[src/rtl/add_sub_if.sv]
// add_sub_if: operand/result handshake bundle for add_sub_seq
// master drives operands and out_ready; slave returns the result and flags
interface add_sub_if #(parameter int WIDTH = 4);
   logic             in_valid, in_ready, s;
   logic [WIDTH-1:0] a, b, sum;
   logic             out_valid, out_ready, carry, overflow, zero;
   modport master (output in_valid, a, b, s, out_ready,
                   input  in_ready, out_valid, sum, carry, overflow, zero);
   modport slave  (input  in_valid, a, b, s, out_ready,
                   output in_ready, out_valid, sum, carry, overflow, zero);
endinterface

[src/rtl/add_sub_seq.sv]
// add_sub_seq: multi-cycle chunked two's-complement adder/subtractor with C/V/Z flags
// define ADDSUB_SAT_EN to clamp overflowed results to signed saturation
module add_sub_seq #(
   parameter int WIDTH = 4,
   parameter int CHUNK = 1
) (
   input logic clk,
   input logic rst,
   add_sub_if.slave io
);
   localparam int NCH = WIDTH / CHUNK;
   localparam int CW  = NCH > 1 ? $clog2(NCH) : 1;
   localparam logic [1:0] IDLE = 2'd0, CALC = 2'd1, DONE = 2'd2;
   logic [1:0]       state;
   logic [WIDTH-1:0] ra, rb, acc, nxt_acc, res, sum_r;
   logic [CW-1:0]    cnt;
   logic [CHUNK:0]   part;
   logic             cy, cout, cin_msb, ovf, last, carry_r, ovf_r, zero_r;
   assign part    = {1'b0, ra[cnt*CHUNK +: CHUNK]} + {1'b0, rb[cnt*CHUNK +: CHUNK]} + (CHUNK+1)'(cy);
   assign cout    = part[CHUNK];
   assign last    = cnt == CW'(NCH - 1);
   always_comb begin
      nxt_acc = acc;
      nxt_acc[cnt*CHUNK +: CHUNK] = part[CHUNK-1:0];
   end
   // carry into the MSB recovered from its sum bit: s = a ^ b' ^ cin
   assign cin_msb = ra[WIDTH-1] ^ rb[WIDTH-1] ^ nxt_acc[WIDTH-1];
   assign ovf     = cin_msb ^ cout;
`ifdef ADDSUB_SAT_EN
   logic [WIDTH-1:0] sat;
   assign sat = {ra[WIDTH-1], {(WIDTH-1){~ra[WIDTH-1]}}};
   assign res = ovf ? sat : nxt_acc;
`else
   assign res = nxt_acc;
`endif
   always_ff @(posedge clk) begin
      if (rst) begin
         state   <= IDLE;
         ra      <= '0;
         rb      <= '0;
         acc     <= '0;
         cy      <= 1'b0;
         cnt     <= '0;
         sum_r   <= '0;
         carry_r <= 1'b0;
         ovf_r   <= 1'b0;
         zero_r  <= 1'b0;
      end else begin
         case (state)
            IDLE: if (io.in_valid) begin
               ra    <= io.a;
               rb    <= io.b ^ {WIDTH{io.s}};
               cy    <= io.s;
               cnt   <= '0;
               acc   <= '0;
               state <= CALC;
            end
            CALC: begin
               acc <= nxt_acc;
               cy  <= cout;
               cnt <= cnt + 1'b1;
               if (last) begin
                  sum_r   <= res;
                  carry_r <= cout;
                  ovf_r   <= ovf;
                  zero_r  <= res == '0;
                  state   <= DONE;
               end
            end
            DONE: if (io.out_ready) state <= IDLE;
            default: state <= IDLE;
         endcase
      end
   end
   assign io.in_ready  = state == IDLE && !rst;
   assign io.out_valid = state == DONE;
   assign io.sum       = sum_r;
   assign io.carry     = carry_r;
   assign io.overflow  = ovf_r;
   assign io.zero      = zero_r;
endmodule
[src/flat_wrapper.sv]
// flat-port wrapper written by rule: the top's interface ports become plain ports
module add_sub_seq_flat 
#(
   parameter int WIDTH = 4,
   parameter int CHUNK = 1
)
  (clk, rst, io_in_valid, io_a, io_b, io_s, io_out_ready, io_in_ready, io_out_valid, io_sum, io_carry, io_overflow, io_zero);
  add_sub_if #(.WIDTH(WIDTH)) io_i ();
  input logic clk;
  input logic rst;
  input wire logic [$bits(io_i.in_valid)-1:0] io_in_valid;
  input wire logic [$bits(io_i.a)-1:0] io_a;
  input wire logic [$bits(io_i.b)-1:0] io_b;
  input wire logic [$bits(io_i.s)-1:0] io_s;
  input wire logic [$bits(io_i.out_ready)-1:0] io_out_ready;
  output wire logic [$bits(io_i.in_ready)-1:0] io_in_ready;
  output wire logic [$bits(io_i.out_valid)-1:0] io_out_valid;
  output wire logic [$bits(io_i.sum)-1:0] io_sum;
  output wire logic [$bits(io_i.carry)-1:0] io_carry;
  output wire logic [$bits(io_i.overflow)-1:0] io_overflow;
  output wire logic [$bits(io_i.zero)-1:0] io_zero;
  assign io_i.in_valid = io_in_valid;
  assign io_i.a = io_a;
  assign io_i.b = io_b;
  assign io_i.s = io_s;
  assign io_i.out_ready = io_out_ready;
  assign io_in_ready = io_i.in_ready;
  assign io_out_valid = io_i.out_valid;
  assign io_sum = io_i.sum;
  assign io_carry = io_i.carry;
  assign io_overflow = io_i.overflow;
  assign io_zero = io_i.zero;
  add_sub_seq #(.WIDTH(WIDTH), .CHUNK(CHUNK)) u_core (.clk(clk), .rst(rst), .io(io_i));
endmodule
[config.mk]
export PLATFORM = sky130hd
export DESIGN_NAME = add_sub_seq_flat
export DESIGN_NICKNAME = d
export VERILOG_FILES = /design/src/rtl/add_sub_if.sv /design/src/rtl/add_sub_seq.sv /design/src/flat_wrapper.sv
export SDC_FILE = /design/constraint.sdc
export NUM_CORES = 1
export LEC_CHECK = 0
export ABC_AREA = 1
export CORE_MARGIN = 1
export CORE_UTILIZATION = 45
export DETAILED_ROUTE_END_ITERATION = 6
export GPL_TIMING_DRIVEN = 0
export HOLD_SLACK_MARGIN = 0.02
export PLACE_DENSITY = 0.72
export SKIP_CTS_REPAIR_TIMING = 1
export SYNTH_ARGS = -nofsm -noshare
export SYNTH_HDL_FRONTEND = slang
export SYNTH_SLANG_ARGS = --single-unit
[constraint.sdc]
create_clock -name clk -period 1.9 [get_ports clk]
set_input_delay 0.475 -clock clk [delete_from_list [all_inputs] [get_ports clk]]
set_output_delay 0.475 -clock clk [all_outputs]
set_load 0.01 [all_outputs]
; ---- Yosys cells after proc, flatten, opt, wreduce, memory -nomap -nowiden
; Cells that the tools add are included.
[classes]
n_eq_ne = 6
n_reduce_logical = 9
mux = 11
bitwise_logic = 4
add_sub_neg = 4
shifts = 4
[ops]
columns = cell, count
row1 = negator 2 -> 34 bit, 1
row2 = "variable shift 1 x 34 -> 4 bit, first input constant", 1
row3 = variable part select 1 x 34 -> 4 bit, 1
row4 = 2-to-1 mux 2 bit, 4
row5 = case mux 4 bit (2 select lines), 1
row6 = variable part select 4 x 3 -> 1 bit, 2
row7 = case mux 2 bit (3 select lines), 1
row8 = AND reduction 2 bit, 3
row9 = bitwise mux 4 bit, 1
row10 = "equality test 2 bit, second input constant", 2
row11 = zero test 4 bit, 1
row12 = 2-to-1 mux 4 bit, 1
row13 = "!= test 2 bit, second input constant", 2
row14 = case mux 2 bit (2 select lines), 1
row15 = XOR 4 bit, 1
row16 = AND reduction 3 bit, 1
row17 = XOR 1 bit, 3
row18 = adder 1 x 1 -> 2 bit, 1
row19 = adder 2 x 1 -> 2 bit, 1
row20 = "adder 2 x 1 -> 2 bit, second input constant", 1
row21 = "equality test 2 x 1 -> 1 bit, second input constant", 1
row22 = zero test 2 bit, 1
row23 = "!= test 2 x 1 -> 1 bit, second input constant", 1
row24 = case mux 1 bit (2 select lines), 1
row25 = other kinds (4), 4
[totals]
inputBits = 13
register_bits = 24
word_cells = 48

; ---- Logic depth before layout (Yosys ltp)
[logic_depth]
depth_word = 7
ltp_mapped = 11
depth_no_buf = 11

; ---- Worst setup path before layout
; Ideal clock, no wire load.
[synth_timing]
kind = reg2reg
startpoint = register u_core.cnt[0]
endpoint = register u_core.zero_r (netlist: u_core.io.zero)
stages_incl_launch_ff = 12
arrival_time_ns = 1.967
required_time_ns = 1.769
setup_ns = 0.131
setup_slack_ns = -0.198
path_cell_list = dfxtp_1 inv_2 o21ai_0 nor2_1 a21oi_1 fa_1 nor2_1 nand3_1 nand2_1 nor2_1 nand2_1 a21oi_2
[synth_between]
elab_chain_len = 6
elab_cells_between_ends = 11
[synth_lines]
columns = item, line
row1 = from (decl), add_sub_seq.sv:16  ; logic [CW-1:0] cnt;
row2 = from (signal assigned), add_sub_seq.sv:61  ; cnt <= cnt + 1'b1;
row3 = variable part select 4 x 3 -> 1 bit, add_sub_seq.sv:19  ; assign part = {1'b0, ra[cnt*CHUNK +: CHUNK]} + {1'b0, rb[cnt*CHUNK +: CHUNK]} + (CHUNK+1)'(cy);
row4 = adder 1 x 1 -> 2 bit, add_sub_seq.sv:19
row5 = adder 2 x 1 -> 2 bit, add_sub_seq.sv:19
row6 = variable part select 1 x 34 -> 4 bit, add_sub_seq.sv:24  ; nxt_acc[cnt*CHUNK +: CHUNK] = part[CHUNK-1:0];
row7 = bitwise mux 4 bit, add_sub_seq.sv:24
row8 = zero test 4 bit, add_sub_seq.sv:66  ; zero_r <= res == '0;
row9 = to (signal assigned), add_sub_seq.sv:47  ; zero_r <= 1'b0;
row10 = to (signal assigned), add_sub_seq.sv:66
row11 = to (decl), add_sub_seq.sv:18  ; logic cy, cout, cin_msb, ovf, last, carry_r, ovf_r, zero_r;
; Several ways; a longest one is shown, not always the timed one.
; A chain may end at the register's enable or synchronous reset.

; ---- Worst setup path in the final report
; Ends and elaborated chain as after synthesis.

==> flow_summary_export.csv <==
group,metric,value,unit
sta,worstMarginPinSlew,0.264,ns
floorplanning,die_h,55.3,um
min_path,hold_class,"in -> reg",
sta,max_freq,0.519,GHz
final_layout,drive_above_1_share,26.3,%
floorplanning,core_area,2590,um^2
logic_synthesis,ys_seq_area_share,37.6,%
final_layout,fin_cells,235,
clocking,cts_tree,"yes",
sta,fin_worst_skew,0.0102,ns
routing,dr.pass1.iters,4,
routing,drc_errors,0,
sta,rsz0062_at_grt,"true",
setup_path,cp_max_fo,7,
routing,antenna_left,0,
sta,fin_crit,1.93,ns
final_layout,layout_commonest_cell,"nand2_1",
logic_synthesis,netlist-cell-type-count,27,
global_routing,antenna_found_initial,0,
routing,post_drt_wl_per_cell,13.4,um
sta,setup_viol,3,
logic_synthesis,synth_fp_nets,192,
routing,routed-wl-met2,1.56,mm
sta,min_period_over_period,102,%
setup_path,critPathSlowestCell,"fa_1",
clocking,cts.sinks,24,
global_routing,grt_max_degree,14,
routing,viasPerCell,5.17,
setup_path,crit_path_frequent_cell,"a21oi_2",
floorplanning,io_pins,22,
setup_path,worstPathRequired,2.17,ns
pwr,p_leak,0.803,nW
logic_synthesis,synth_top_area_share,37.6,%
pwr,ir_drop,0.000479,V
sta,drv_slew,0,
routing,vias,1216,
placed_design,place_congestion,0.799,
clocking,clk_path_buf_depth,2,
global_routing,grt_pass1_wl,4.79,mm
routing,routed_wirelength,3.15,mm
routing,wl_met1,1.42,mm
final_layout,syn2layout_area_growth,36.8,%
run,max_cap_viol_count,0,
clocking,clk_latency,0.33,ns
logic_synthesis,syn_area,1280,um^2
sta,hold_violations,0,
sta,slew_headroom,82.3,%
placed_design,place_inst,222,
setup_path,arrival,2.20,ns
floorplanning,dieArea,3060,um^2
clocking,cts_buffers,3,
floorplanning,num_rows,18,
global_routing,grt_util_all_layers,19.6,%
final_layout,final_net_count,226,
routing,wl_met3,111,um
setup_path,max_stage_delay,0.60,ns
floorplanning,initial_core_util,49.4,%
logic_synthesis,yosys_warnings,0,
clocking,clkSlewWorstSetupHoldPaths,0.13,ns
setup_path,crit_path_end_kind,"flip-flop",
logic_synthesis,synth_area_leaders,"dfxtp_1, nand2_1, a21oi_1, inv_1, ha_1",
final_layout,mostFrequentLayoutCells,"nand2_1, inv_1, dfxtp_1, clkdlybuf4s50_1, a21oi_1",
setup_path,crit_chain,"inv_8, o21ai_2, a21oi_2, fa_1, nor2_4, nand3_2, nand2_4, nor2_2, nand2_2, a21oi_2",
placed_design,dp.final_hpwl,2.04,mm
routing,drt_iter0_drc,53,
logic_synthesis,synth_top_area_cell,"dfxtp_1",
setup_path,path_buf_inv,1,
setup_path,crit_family,"adder cells",
logic_synthesis,synthCells,172,
pwr,power,1.07,mW
logic_synthesis,synth.avg_cell_area,7.43,um^2
floorplanning,die_w,55.3,um
clocking,cts-root-buf,"clkbuf_4",
global_routing,grt-ovfl-total,0,
placed_design,io_buffer_count,20,
routing,maxUsedRoutingLayer,"met4",
run_status,failed_checks,"negative setup slack",
setup_path,start_kind,"flip-flop",
setup_path,path_class,"reg -> reg",
pwr,p_per_area,614,nW/um^2
global_routing,grt_pass1_vias,1083,
sta,fin_ws,-0.0286,ns
logic_synthesis,yosys_register_bits,24,
final_layout,diodes,0,
run_status,outcome,"finished with violations",
clocking,ctsHtreeMaxLevel,1,
==> registers in the layout, summed over array words and instances, names as in the netlist <==
signal,cells
u_core.acc,4
u_core.io.sum,4
u_core.ra,4
u_core.rb,4
u_core.cnt,2
u_core.state,2
u_core.cy,1
u_core.io.carry,1
u_core.io.overflow,1
u_core.io.zero,1
==> power breakdown <==
| group | switching, mW | internal [mW] |
|---|---|---|
| registers | 0.0189 | 0.527 |
| logic | 0.164 | 0.122 |
| clock network | 0.160 | 0.0826 |
| total | 0.343 | 0.732 |
==> cell families (layout without fill, tap and decap cells) <==
family                     count (synthesis)  in the layout  share of synthesized area, %
AOI/OAI and AO/OA                         41             41                          18.1
xor gates and xnor gates                   4              4                          2.74
buffers and inverters                     32             65                          9.88
and+or+nand+nor                           64             64                          24.3
DFF                                       24             24                          37.6
adders and majority gates                  7              7                          7.44
==> per-layer routing <==
layer	up-vias	GRT usage, %
li1	610	-
met2	33	30.8
met5	-	0
met3	5	2.11
met1	568	26.5
met4	0	10.4
==> per-stage QoR <==
| stage | hold slack, ns | cell area (um^2) | setup TNS, ns | worst slack [ns] | utilization [%] |
|---|---|---|---|---|---|
| after floorplan | 0.429 | 1280 | 0 | 0.000163 | - |
| after global placement | 0.447 | 1520 | -1.92 | -0.620 | 58.8 |
| after detailed placement | 0.450 | 1520 | -2.05 | -0.655 | 58.8 |
| after CTS | 0.470 | 1550 | -2.59 | -0.669 | 59.8 |
| after global routing | 0.434 | 1750 | -0.813 | -0.142 | 67.5 |
| final | 0.426 | 1750 | -0.0479 | -0.0286 | 67.5 |
==> final cells by class <==
cell class / count / area (um^2)
fill: 208 / 841
multi-input combinational: 116 / 769
sequential: 24 / 489
timing repair buffer: 29 / 283
inverter: 28 / 115
tap: 30 / 37.5
buffer: 4 / 28.8
clock buffer: 4 / 26.3
==> synth_stat cells <==
cell type and count:
a21oi_2 1, o21a_1 3, inv_2 5, dfxtp_1 24, nand4_1 1, o211ai_1 1
nand2_4 1, nand3_1 3, nand3_4 1, nand2_1 36, nand3_2 2, clkbuf_1 1
a22oi_1 2, nor2_1 16, nor2_8 1, nand2_2 1, o21ai_0 14, a21oi_1 19
inv_1 23, a211oi_2 1, ha_1 6, xor2_1 4, buf_2 2, buf_4 1
nor2_4 1, fa_1 1, nand3b_1 1
==> worst paths after layout <==
path | start | to | slack, ns | depth (start not counted)
max | u_core.cnt[0] | u_core.io.zero | -0.03 | 10
min | rst | u_core.cnt[0] | 0.43 | 2
max reg2reg | u_core.cnt[0] | u_core.io.zero | -0.03 | 10
min reg2reg | u_core.acc[0] | u_core.acc[0] | 0.47 | 2
Power figures use the tool's default switching activity.
